$ cat src/rtl/apb_timer_pkg.sv
// apb_timer_pkg
// Shared definitions for the APB timer peripheral:
//   - register offsets within the 256-byte decode window (paddr_i[7:0])
//   - CTRL register bit positions
//   - APB completer state type
package apb_timer_pkg;

    localparam logic [7:0] CTRL_OFF   = 8'h00;
    localparam logic [7:0] LOAD_OFF   = 8'h04;
    localparam logic [7:0] VALUE_OFF  = 8'h08;
    localparam logic [7:0] STATUS_OFF = 8'h0C;

    localparam int CTRL_EN_BIT     = 0;
    localparam int CTRL_AR_BIT     = 1;
    localparam int CTRL_IRQ_BIT    = 2;
    localparam int CTRL_PRESC_LSB  = 8;
    localparam int CTRL_PRESC_MSB  = 15;

    localparam int STATUS_OVF_BIT  = 0;

    typedef enum logic {
        IDLE,
        ACCESS
    } apb_state_t;

endpackage

$ cat src/rtl/apb_timer_slave_if.sv
// apb_timer_slave_if
// APB bus bundle between the bridge (master) and the timer completer (slave).
//   psel_i, penable_i, pwrite_i, paddr_i, pwdata_i : requester -> completer
//   prdata_o, pready_o, pslverr_o                  : completer -> requester
// Signal names keep the completer's point of view (_i into it, _o out of it).
interface apb_timer_slave_if #(
    parameter int ADDR_WIDTH = 32,
    parameter int DATA_WIDTH = 32
);
    logic                  psel_i;
    logic                  penable_i;
    logic                  pwrite_i;
    logic [ADDR_WIDTH-1:0] paddr_i;
    logic [DATA_WIDTH-1:0] pwdata_i;
    logic [DATA_WIDTH-1:0] prdata_o;
    logic                  pready_o;
    logic                  pslverr_o;

    modport master (
        output psel_i, penable_i, pwrite_i, paddr_i, pwdata_i,
        input  prdata_o, pready_o, pslverr_o
    );

    modport slave (
        input  psel_i, penable_i, pwrite_i, paddr_i, pwdata_i,
        output prdata_o, pready_o, pslverr_o
    );

endinterface

$ cat src/rtl/apb_timer_slave_timer_core.sv
// timer_core
// Down-counter of the APB timer.
//   i_clk, i_rstN    : clock, asynchronous active-low reset
//   i_tick           : count enable for this cycle (EN already folded in)
//   i_load           : copy i_loadValue into the counter (timer start)
//   i_loadValue      : reload value (LOAD register)
//   i_autoReload     : on underflow reload from i_loadValue, else hold at 0
//   o_value          : current count
//   o_underflow      : single-cycle pulse, tick taken while count is 0
module timer_core #(
    parameter int CNT_WIDTH = 32
) (
    input  logic                 i_clk,
    input  logic                 i_rstN,
    input  logic                 i_tick,
    input  logic                 i_load,
    input  logic [CNT_WIDTH-1:0] i_loadValue,
    input  logic                 i_autoReload,
    output logic [CNT_WIDTH-1:0] o_value,
    output logic                 o_underflow
);

    logic [CNT_WIDTH-1:0] r_value;

    assign o_underflow = i_tick && (r_value == '0);
    assign o_value     = r_value;

    // Reload samples i_loadValue before any same-cycle LOAD write lands,
    // so an underflow always reloads the previously programmed value.
    always_ff @(posedge i_clk or negedge i_rstN) begin
        if (!i_rstN) begin
            r_value <= '0;
        end else if (i_load) begin
            r_value <= i_loadValue;
        end else if (i_tick) begin
            if (r_value == '0) begin
                if (i_autoReload) begin
                    r_value <= i_loadValue;
                end
            end else begin
                r_value <= r_value - CNT_WIDTH'(1);
            end
        end
    end

endmodule

$ cat src/rtl/apb_timer_slave.sv
// apb_timer_slave
// APB completer wrapping a down-counting timer with a level interrupt.
//   hclk_i    : clock shared with the APB bridge
//   hreset_i  : asynchronous reset, active-low
//   apb       : APB slave modport (psel/penable/pwrite/paddr/pwdata in,
//               prdata/pready/pslverr out)
//   irq_o     : STATUS.OVF & CTRL.IRQ_EN
// Registers: 0x00 CTRL, 0x04 LOAD, 0x08 VALUE (RO), 0x0C STATUS (W1C).
// Build option: define TIMER_PRESCALER_EN to add CTRL[15:8] PRESC, giving
// one counter tick every PRESC+1 cycles; otherwise the counter ticks every
// cycle and CTRL[15:8] reads as zero.
module apb_timer_slave
    import apb_timer_pkg::*;
#(
    parameter int DATA_WIDTH  = 32,
    parameter int ADDR_WIDTH  = 32,
    parameter int CNT_WIDTH   = 32,
    parameter int WAIT_STATES = 1
) (
    input  logic               hclk_i,
    input  logic               hreset_i,
    apb_timer_slave_if.slave   apb,
    output logic               irq_o
);

    localparam int WCNT_W = (WAIT_STATES > 0) ? $clog2(WAIT_STATES + 1) : 1;

    apb_state_t           r_state;
    logic [WCNT_W-1:0]    r_wcnt;

    logic                 r_en;
    logic                 r_autoReload;
    logic                 r_irqEn;
    logic [CNT_WIDTH-1:0] r_load;
    logic                 r_ovf;

    logic [ADDR_WIDTH-1:0] w_addr;
    logic [DATA_WIDTH-1:0] w_wdata;
    logic [7:0]            w_offset;
    logic                  w_selCtrl;
    logic                  w_selLoad;
    logic                  w_selValue;
    logic                  w_selStatus;
    logic                  w_err;
    logic                  w_done;
    logic                  w_wrEn;
    logic                  w_ctrlWr;
    logic                  w_loadWr;
    logic                  w_statusWr;
    logic                  w_startLoad;
    logic                  w_tick;
    logic [CNT_WIDTH-1:0]  w_value;
    logic                  w_underflow;
    logic [DATA_WIDTH-1:0] w_ctrlRd;
    logic [DATA_WIDTH-1:0] w_rdata;

    assign w_addr   = apb.paddr_i;
    assign w_wdata  = apb.pwdata_i;
    assign w_offset = w_addr[7:0];

    // Offsets are word aligned, so a misaligned address never matches.
    assign w_selCtrl   = (w_offset == CTRL_OFF);
    assign w_selLoad   = (w_offset == LOAD_OFF);
    assign w_selValue  = (w_offset == VALUE_OFF);
    assign w_selStatus = (w_offset == STATUS_OFF);
    assign w_err = !(w_selCtrl || w_selLoad || w_selValue || w_selStatus)
                   || (apb.pwrite_i && w_selValue);

    assign w_done = (r_state == ACCESS) && apb.psel_i && apb.penable_i
                    && (r_wcnt == '0);

    assign w_wrEn      = w_done && apb.pwrite_i && !w_err;
    assign w_ctrlWr    = w_wrEn && w_selCtrl;
    assign w_loadWr    = w_wrEn && w_selLoad;
    assign w_statusWr  = w_wrEn && w_selStatus;
    assign w_startLoad = w_ctrlWr && w_wdata[CTRL_EN_BIT] && !r_en;

    always_ff @(posedge hclk_i or negedge hreset_i) begin
        if (!hreset_i) begin
            r_state <= IDLE;
            r_wcnt  <= '0;
        end else begin
            case (r_state)
                IDLE: begin
                    if (apb.psel_i && !apb.penable_i) begin
                        r_state <= ACCESS;
                        r_wcnt  <= WCNT_W'(WAIT_STATES);
                    end
                end
                ACCESS: begin
                    if (!apb.psel_i) begin
                        r_state <= IDLE;
                    end else if (apb.penable_i) begin
                        if (r_wcnt != '0) begin
                            r_wcnt <= r_wcnt - WCNT_W'(1);
                        end else begin
                            r_state <= IDLE;
                        end
                    end
                end
                default: r_state <= IDLE;
            endcase
        end
    end

    // A CTRL write takes priority over the hardware EN clear, and an
    // underflow setting OVF takes priority over a same-cycle W1C.
    always_ff @(posedge hclk_i or negedge hreset_i) begin
        if (!hreset_i) begin
            r_en         <= 1'b0;
            r_autoReload <= 1'b0;
            r_irqEn      <= 1'b0;
            r_load       <= '0;
            r_ovf        <= 1'b0;
        end else begin
            if (w_ctrlWr) begin
                r_en         <= w_wdata[CTRL_EN_BIT];
                r_autoReload <= w_wdata[CTRL_AR_BIT];
                r_irqEn      <= w_wdata[CTRL_IRQ_BIT];
            end else if (w_underflow && !r_autoReload) begin
                r_en <= 1'b0;
            end
            if (w_loadWr) begin
                r_load <= w_wdata[CNT_WIDTH-1:0];
            end
            if (w_underflow) begin
                r_ovf <= 1'b1;
            end else if (w_statusWr && w_wdata[STATUS_OVF_BIT]) begin
                r_ovf <= 1'b0;
            end
        end
    end

`ifdef TIMER_PRESCALER_EN
    logic [7:0] r_presc;
    logic [7:0] r_pcnt;

    assign w_tick = r_en && (r_pcnt == r_presc);

    // Prescale count restarts from zero each time the timer is started.
    always_ff @(posedge hclk_i or negedge hreset_i) begin
        if (!hreset_i) begin
            r_presc <= '0;
            r_pcnt  <= '0;
        end else begin
            if (w_ctrlWr) begin
                r_presc <= w_wdata[CTRL_PRESC_MSB:CTRL_PRESC_LSB];
            end
            if (w_startLoad) begin
                r_pcnt <= '0;
            end else if (r_en) begin
                r_pcnt <= w_tick ? 8'd0 : r_pcnt + 8'd1;
            end
        end
    end
`else
    assign w_tick = r_en;
`endif

    timer_core #(
        .CNT_WIDTH (CNT_WIDTH)
    ) u_timer_core (
        .i_clk        (hclk_i),
        .i_rstN       (hreset_i),
        .i_tick       (w_tick),
        .i_load       (w_startLoad),
        .i_loadValue  (r_load),
        .i_autoReload (r_autoReload),
        .o_value      (w_value),
        .o_underflow  (w_underflow)
    );

    always_comb begin
        w_ctrlRd = '0;
        w_ctrlRd[CTRL_EN_BIT]  = r_en;
        w_ctrlRd[CTRL_AR_BIT]  = r_autoReload;
        w_ctrlRd[CTRL_IRQ_BIT] = r_irqEn;
`ifdef TIMER_PRESCALER_EN
        w_ctrlRd[CTRL_PRESC_MSB:CTRL_PRESC_LSB] = r_presc;
`endif
    end

    always_comb begin
        w_rdata = '0;
        if (w_selCtrl) begin
            w_rdata = w_ctrlRd;
        end else if (w_selLoad) begin
            w_rdata = DATA_WIDTH'(r_load);
        end else if (w_selValue) begin
            w_rdata = DATA_WIDTH'(w_value);
        end else if (w_selStatus) begin
            w_rdata[STATUS_OVF_BIT] = r_ovf;
        end
    end

    assign apb.pready_o  = w_done;
    assign apb.pslverr_o = w_done && w_err;
    assign apb.prdata_o  = (w_done && !apb.pwrite_i && !w_err) ? w_rdata : '0;

    assign irq_o = r_ovf && r_irqEn;

endmodule
$ cat src/flat_wrapper.sv
// flat-port wrapper written by rule: the top's interface ports become plain ports
module apb_timer_slave_flat import apb_timer_pkg::*;
#(
    parameter int DATA_WIDTH  = 32,
    parameter int ADDR_WIDTH  = 32,
    parameter int CNT_WIDTH   = 32,
    parameter int WAIT_STATES = 1
)
  (hclk_i, hreset_i, irq_o, apb_psel_i, apb_penable_i, apb_pwrite_i, apb_paddr_i, apb_pwdata_i, apb_prdata_o, apb_pready_o, apb_pslverr_o);
  apb_timer_slave_if #(.ADDR_WIDTH(ADDR_WIDTH), .DATA_WIDTH(DATA_WIDTH)) apb_i ();
  input  logic hclk_i;
  input  logic hreset_i;
  output logic irq_o;
  input wire logic [$bits(apb_i.psel_i)-1:0] apb_psel_i;
  input wire logic [$bits(apb_i.penable_i)-1:0] apb_penable_i;
  input wire logic [$bits(apb_i.pwrite_i)-1:0] apb_pwrite_i;
  input wire logic [$bits(apb_i.paddr_i)-1:0] apb_paddr_i;
  input wire logic [$bits(apb_i.pwdata_i)-1:0] apb_pwdata_i;
  output wire logic [$bits(apb_i.prdata_o)-1:0] apb_prdata_o;
  output wire logic [$bits(apb_i.pready_o)-1:0] apb_pready_o;
  output wire logic [$bits(apb_i.pslverr_o)-1:0] apb_pslverr_o;
  assign apb_i.psel_i = apb_psel_i;
  assign apb_i.penable_i = apb_penable_i;
  assign apb_i.pwrite_i = apb_pwrite_i;
  assign apb_i.paddr_i = apb_paddr_i;
  assign apb_i.pwdata_i = apb_pwdata_i;
  assign apb_prdata_o = apb_i.prdata_o;
  assign apb_pready_o = apb_i.pready_o;
  assign apb_pslverr_o = apb_i.pslverr_o;
  apb_timer_slave #(.DATA_WIDTH(DATA_WIDTH), .ADDR_WIDTH(ADDR_WIDTH), .CNT_WIDTH(CNT_WIDTH), .WAIT_STATES(WAIT_STATES)) u_core (.hclk_i(hclk_i), .hreset_i(hreset_i), .apb(apb_i), .irq_o(irq_o));
endmodule
$ cat config.mk
export PLATFORM = sky130hd
export DESIGN_NAME = apb_timer_slave_flat
export DESIGN_NICKNAME = d
export VERILOG_FILES = /design/src/rtl/apb_timer_pkg.sv /design/src/rtl/apb_timer_slave_if.sv /design/src/rtl/apb_timer_slave_timer_core.sv /design/src/rtl/apb_timer_slave.sv /design/src/flat_wrapper.sv
export SDC_FILE = /design/constraint.sdc
export NUM_CORES = 1
export LEC_CHECK = 0
export CAP_MARGIN = 5
export CORE_MARGIN = 2
export CORE_UTILIZATION = 55
export CTS_BUF_LIST = sky130_fd_sc_hd__clkbuf_16
export CTS_CLUSTER_SIZE = 30
export DETAILED_ROUTE_END_ITERATION = 6
export DONT_BUFFER_PORTS = 1
export PLACE_DENSITY = 0.81
export SETUP_SLACK_MARGIN = 0.4
export SLEW_MARGIN = 20
export SYNTH_ARGS = -nofsm -noshare
export SYNTH_HDL_FRONTEND = slang
export SYNTH_SLANG_ARGS = --single-unit
export TNS_END_PERCENT = 20
$ cat constraint.sdc
create_clock -name hclk_i -period 4.07 [get_ports hclk_i]
set_input_delay 1.0175 -clock hclk_i [delete_from_list [all_inputs] [get_ports hclk_i]]
set_output_delay 1.0175 -clock hclk_i [all_outputs]
set_load 0.01 [all_outputs]
==> results of run 1 <==
-- routing by layer --
layer | share of wire (%) | global-route usage [%]
met3 | 6.9 | 6.41
met2 | 50 | 45.6
met1 | 41 | 34.8
met5 | 0 | 0
met4 | 1.7 | 7.84
-- timing repair --
action                     4_1_cts  5_1_grt
setup endpoints to repair        0       28
gates resized for setup          0       27
setup buffers                    0        2
-- state kept, by name, indices dropped and copies added (netlist names) --
signal and flops:
u_core.r_state 1, u_core.r_wcnt 1, u_core.r_autoReload 1, u_core.r_en 1, u_core.r_irqEn 1, u_core.r_ovf 1, u_core.r_load 32, u_core.u_timer_core.o_value 32
-- stage by stage --
| step | hold WS [ns] | instances | total power, mW |
|---|---|---|---|
| after floorplan | 0.458 | 466 | 0.823 |
| after global placement | 0.476 | 542 | 0.837 |
| after detailed placement | 0.513 | 542 | 0.844 |
| after CTS | 0.368 | 558 | 1.55 |
| after global routing | 0.360 | 560 | 1.60 |
| final | 0.378 | 560 | 1.54 |
-- Yosys cell counts (2+ instances only) --
| library cell | count | area (um2) |
|---|---|---|
| a31o_2 | 2 | 17.5 |
| a2bb2oi_1 | 7 | 61.3 |
| o21ai_0 | 22 | 110 |
| nor4_1 | 9 | 56.3 |
| nor3_1 | 17 | 85.1 |
| o211ai_1 | 3 | 22.5 |
| a21o_1 | 2 | 15.0 |
| mux2i_1 | 4 | 40.0 |
| buf_6 | 3 | 33.8 |
| nor2_1 | 53 | 199 |
| nor4b_1 | 2 | 17.5 |
| mux2_2 | 34 | 383 |
| o21ai_1 | 8 | 40.0 |
| o2bb2ai_1 | 9 | 78.8 |
| buf_2 | 11 | 55.1 |
| or3_1 | 8 | 50.1 |
| nand2_1 | 16 | 60.1 |
| and2_1 | 2 | 12.5 |
| and3_1 | 6 | 37.5 |
| nand3_1 | 13 | 65.1 |
| or4_1 | 4 | 30.0 |
| o22ai_1 | 4 | 25.0 |
| nor3b_1 | 2 | 15.0 |
| a31oi_1 | 7 | 43.8 |
| ha_1 | 2 | 25.0 |
| clkbuf_1 | 20 | 75.1 |
| and4b_1 | 2 | 20.0 |
| a21oi_1 | 36 | 180 |
| a22oi_1 | 37 | 278 |
| nand4_1 | 8 | 50.1 |
| dfrtp_1 | 70 | 1750 |
| inv_1 | 17 | 63.8 |
-- final cells by class --
type,count,area (um2)
Inverter,17,63.8
Clock buffer,9,225
Timing Repair Buffer,12,93.8
Sequential cell,70,1750
Multi-Input combinational cell,343,2360
Clock inverter,7,41.3
Tap cell,102,128
Fill cell,645,2950
-- kinds of logic after synthesis --
group                    share of synthesized area [%]
flip-flops                                        41.1
AO/OA/AOI/OAI                                     22.1
AND/OR/NAND/NOR                                   20.1
multiplexers                                      10.5
adder cells (fa/ha/maj)                          0.588
buffers and inverters                             5.61
-- final timing paths --
| path | startpoint | end | slack (ns) | depth (start not counted) |
|---|---|---|---|---|
| max in group asynchronous | hreset_i | u_core.r_load[23] | 3.53 | 0 |
| worst max-delay path | apb_paddr_i[6] | apb_prdata_o[10] | 0.54 | 6 |
| worst min-delay path | hreset_i | u_core.u_timer_core.o_value[24] | 0.38 | 0 |
| worst max register to register | u_core.r_state | u_core.u_timer_core.o_value[3] | 1.11 | 8 |
| worst min register to register | u_core.r_state | u_core.r_wcnt | 0.52 | 1 |
| min in group hclk_i | u_core.r_state | u_core.r_wcnt | 0.52 | 1 |
-- power groups by stage --
stage | clock, mW | combinational, mW | sequential, mW
after global routing | 0.748 | 0.0631 | 0.784
after CTS | 0.714 | 0.0559 | 0.777
after floorplan | 0 | 0.0574 | 0.766
final | 0.705 | 0.0577 | 0.779
after detailed placement | 0 | 0.0551 | 0.789
after global placement | 0 | 0.0496 | 0.787
-- worst max-delay path: cells and delay by family --
kind            cells  cell delay, ns
buf+inv             1            0.21
compound gates      1            0.18
simple gates        4            1.09
==> summary.md, run 1 <==
| Metric | Value |
|---|---|
| Vias in the first global route | 3689 |
| Clock latency at the later pin of the worst-skew pair | 0.34 ns |
| Maximum vdd drop | 213 uV |
| N_diodes | 0 |
| Total negative slack | 0 ns |
| Remaining global-route overflow | 0 |
| Post-synthesis cell area | 4260 um2 |
| CTS tree | built |
| Floorplan core area | 7610 um2 |
| Routed Wire Length | 11200 um |
| Largest net degree at the start of global routing | 71 |
| Dpl hpwl | 7470 um |
| Combinational share of power | 3.7% |
| Async S/R FF share, synth | 100% |
| Die Width | ~90 um |
| Post-layout util | ~61% |
| Tightest Hold Check Type | input pin to asynchronous set/reset pin |
| Clock root cell | clkbuf_16 |
| Leak Pwr | 1.94 nW |
| Initial Util | between 50% and 60% |
| Yosys warns | 0 |
| Htree depth | 3 |
| CTS Buf Count | 9 |
| Layout Skew | 0.00649 ns |
| Row cnt | 32 |
| Status | completed |
| Sequential share of power | 50.5% |
| Placer congestion estimate | 0.875 |
| Worst setup path class | input pin to primary output |
| Switching power | 0.386 mW |
| Post-synth net total | between 500 and 600 |
| Clk slew on worst S/H paths | 0.05 ns |
| Routed WL per cell | 20.0 um |
| Dpl ws | 0.444 ns |
| Die area | 8460 um2 |
| First-pass GRT wire length | 18300 um |
| Fin area | 4660 um2 |
| Element type at the critical path end | primary output |
| Final period util | 86.8% |
| Longest Clk Path Bufs | 2 |
| Initial antenna violation count | 0 |
| Syn_area_per_cell | 9.14 um2 |
| WP data required | 3.05 ns |
| Slew Viols, Final | 0 |
| CP max stage cell | or3_1 |
| Actual slew at the worst max-slew pin | just over 1 ns |
| DR iter-0 viols | 300 |
| Port-buffer cells | 0 |
| Commonest non-fill, non-tap cell in the layout | dfrtp_1 |
| Area Growth Syn to Fin | 9.49% |
| Total GRT Usage | 27.1% |
| Worst path cell trace | nor4_4 -> nand2_1 -> or3_1 -> a21o_1 -> buf_6 -> nor2_2 |
| Slew Limit Headroom | 32.0% |
| Post-synth top flop | dfrtp_1 |
| Most frequent cells in the layout | dfrtp_1 (70), a22oi_1 (37), a21oi_1 (36), mux2_2 (34), nor2_2 (31) |
| Final net count | 524 |
| Max stage delay on crit path | 0.42 ns |
| Die H | about 90 um |
| Cell variety after synth | 58 |
| Number of synthesized flops with an enable pin | 0 |
| Clock sinks | 70 |
| Hold Vio Cnt, Final | 0 |
| Post-Place Cell Area | 4310 um2 |
| Share of cells above drive strength 1 | ~23% |
| # DRC | 0 |
| Crit Path Max Fanout | 29 |
| Final ANT Viol Nets | 0 |
| Switching Fraction | 25.0% |
| Hold_buf cts | 0 |
| Max Cap Viol | 0 |
| Io pins | 104 |
| Cell Int Power | 1.16 mW |
| Post-Syn Instances | 466 |
| CP arrival | 2.52 ns |
| Vias | 3765 |
| Min cycle time layout | 3.53 ns |
| Register area share after synthesis | 41.1% |
| Final setup vio count | 0 |
| Pwr dens | 331 nW/um2 |
| Setup ws final | about 0.54 ns |
| Crit path launch type | input pin |
| Yosys reg bits | 70 |
| Highest Clock Rate | 283 MHz |
| Vias per inst | about 6.7 |
| Power share of the clock group | 45.7% |
| Drt pass-1 iters | 5 |
| RSZ-0062 raised after global routing | false |
Power figures use the tool's default switching activity.
==> run 2, diff against run 1 <==
- CORE_MARGIN: 2 -> default
==> run 2 against run 1 <==
Compared with the run above: register-to-register slack lost 0.05 ns; critical path depth is the same; first-iteration DRC count shrank 5.3%; non-clock buffer count shrank 1; routed wire length is essentially flat; critical path type unchanged.
==> summary.md, run 2 (synthesis gave the netlist of run 1 again) <==
| Metric | Value |
|---|---|
| Clock latency at the later pin of the worst-skew pair | roughly 0.33 ns |
| Clock root cell | clkbuf_16 |
| Hold_buf cts | 0 |
| Crit path launch type | input pin |
| Hold Vio Cnt, Final | 0 |
| Drt pass-1 iters | 5 |
| Area Growth Syn to Fin | 8.87% |
| Power share of the clock group | 44.3% |
| R2R Path End | u_core.u_timer_core.o_value[7] |
| Crit Path Max Fanout | 29 |
| DR iter-0 viols | 284 |
| N_diodes | 0 |
| Sequential share of power | around 52% |
| Port-buffer cells | 0 |
| Fillers | roughly 610 |
| Element type at the critical path end | primary output |
| Row cnt | 31 |
| Commonest non-fill, non-tap cell in the layout | dfrtp_1 |
| Clk slew on worst S/H paths | 0.05 ns |
| Vias | approximately 3800 |
| Placer congestion estimate | 0.863 |
| Switching Fraction | a little under a quarter |
| Htree depth | 3 |
| Dpl hpwl | 7440 um |
| CTS Buf Count | 9 |
| CTS tree | built |
| # DRC | 0 |
| Leak Pwr | a little under 2 nW |
| Maximum vdd drop | around 260 uV |
| Largest net degree at the start of global routing | 71 |
| Die H | 90.0 um |
| Dpl ws | 0.425 ns |
| Cell Int Power | 1.14 mW |
| Post-CTS Setup Bufs | 0 |
| Switching power | 0.357 mW |
| Slew Viols, Final | 0 |
| Io pins | between 100 and 150 |
| RSZ-0062 raised after global routing | false |
| Reg2reg start | u_core.u_timer_core.o_value[29] |
| Floorplan core area | around 7400 um2 |
| Total GRT Usage | approximately 29% |
| Vias in the first global route | 3724 |
| Min cycle time layout | 3.57 ns |
| Total negative slack | 0 ns |
| Final net count | about 520 |
| Longest Clk Path Bufs | 2 |
| Initial Util | 57.8% |
| Vias per inst | 6.89 |
| WP data required | 3.05 ns |
| Routed Wire Length | between 10000 and 15000 um |
| Tightest Hold Check Type | input pin to asynchronous set/reset pin |
| CP arrival | 2.55 ns |
| Die Width | 90.0 um |
| Remaining global-route overflow | 0 |
| Highest Clock Rate | between 200 and 300 MHz |
| Most frequent cells in the layout | dfrtp_1 (70), a22oi_1 (37), a21oi_1 (36), mux2_2 (34), nor2_2 (31) |
| Fin area | 4640 um2 |
| Clock sinks | 70 |
| Setup ws final | 0.504 ns |
| Crit path from | apb_paddr_i[5] |
| Final setup vio count | 0 |
| First-pass GRT wire length | 18900 um |
| Combinational share of power | 3.7% |
| Initial antenna violation count | 0 |
| Pwr dens | 324 nW/um2 |
| R2R setup slack | ~1.1 ns |
| Worst setup path class | input pin to primary output |
| R2R depth | 6 |
| Final period util | 87.6% |
| Post-Place Cell Area | roughly 4300 um2 |
| Routed WL per cell | roughly 20 um |
| Status | completed |
| Slew Limit Headroom | around a third |
| Actual slew at the worst max-slew pin | 1.03 ns |
| Die area | roughly 8000 um2 |
| Hold Slack | 0.386 ns |
| Final ANT Viol Nets | 0 |
| Share of cells above drive strength 1 | 21.8% |
| Max Cap Viol | 0 |
| Layout Skew | about 0.0048 ns |
run 2: cell types whose count changed in the layout (fill, tap and decap cells not counted), sizes merged:
cell / previous run / this run
buf: 12 / 11
clkinv: 6 / 3
clkinvlp: 1 / 0
inv: 17 / 19
run 2: cell type report:
class / count / area, um2 / area share [%]
tap: 99 / 124 / 2.67
clock buffer: 9 / 225 / 4.86
sequential: 70 / 1750 / 37.8
inverter: 17 / 63.8 / 1.38
clock inverter: 5 / 21.3 / 0.459
timing repair buffer: 11 / 86.3 / 1.86
multi-input combinational: 343 / 2360 / 51.0
run 2: how the worst max path moves through the flow:
stage / to / slack (ns) / cells past startpoint
3_5_place_dp: apb_prdata_o[16] / 0.42 / 6
2_1_floorplan: apb_prdata_o[25] / 0.46 / 7
5_1_grt: apb_prdata_o[30] / 0.42 / 6
4_1_cts: apb_prdata_o[16] / 0.43 / 6
6_report: apb_prdata_o[13] / 0.50 / 6
3_3_place_gp: apb_prdata_o[16] / 0.50 / 6
run 2: worst max-delay path: stages:
cell and delay, ns:
nor4_4 0.35, nand2_1 0.15, or3_4 0.41, a21o_1 0.18
buf_6 0.22, nor2_2 0.21
run 2: through the flow:
stage	util [%]	total power [mW]	cells
after global routing	62.9	1.56	554
after floorplan	-	0.823	466
after detailed placement	58.5	0.844	540
final	62.9	1.50	554
after global placement	58.5	0.837	540
after CTS	61.9	1.51	554
run 2: metal layers:
layer  routed length, um  up-vias  GRT usage, %
li1                    -     1726             -
met2                5440      189          47.0
met1                4820     1885          38.9
met5                   0        -             0
met4                 173        0          8.47
met3                 761       18          6.85
run 2: power by group through the flow:
stage / clock network [mW] / logic, mW / registers (mW)
finish: 0.665 / 0.0554 / 0.781
global route: 0.713 / 0.0616 / 0.785
CTS: 0.674 / 0.0545 / 0.780
detailed placement: 0 / 0.0542 / 0.789
global placement: 0 / 0.0499 / 0.787
floorplan: 0 / 0.0574 / 0.766
run 2: what timing repair did:
item / in CTS / in global routing
endpoints found under the hold margin: 0 / 0
endpoints found under the setup margin: 0 / 29
gates resized for setup: 0 / 28
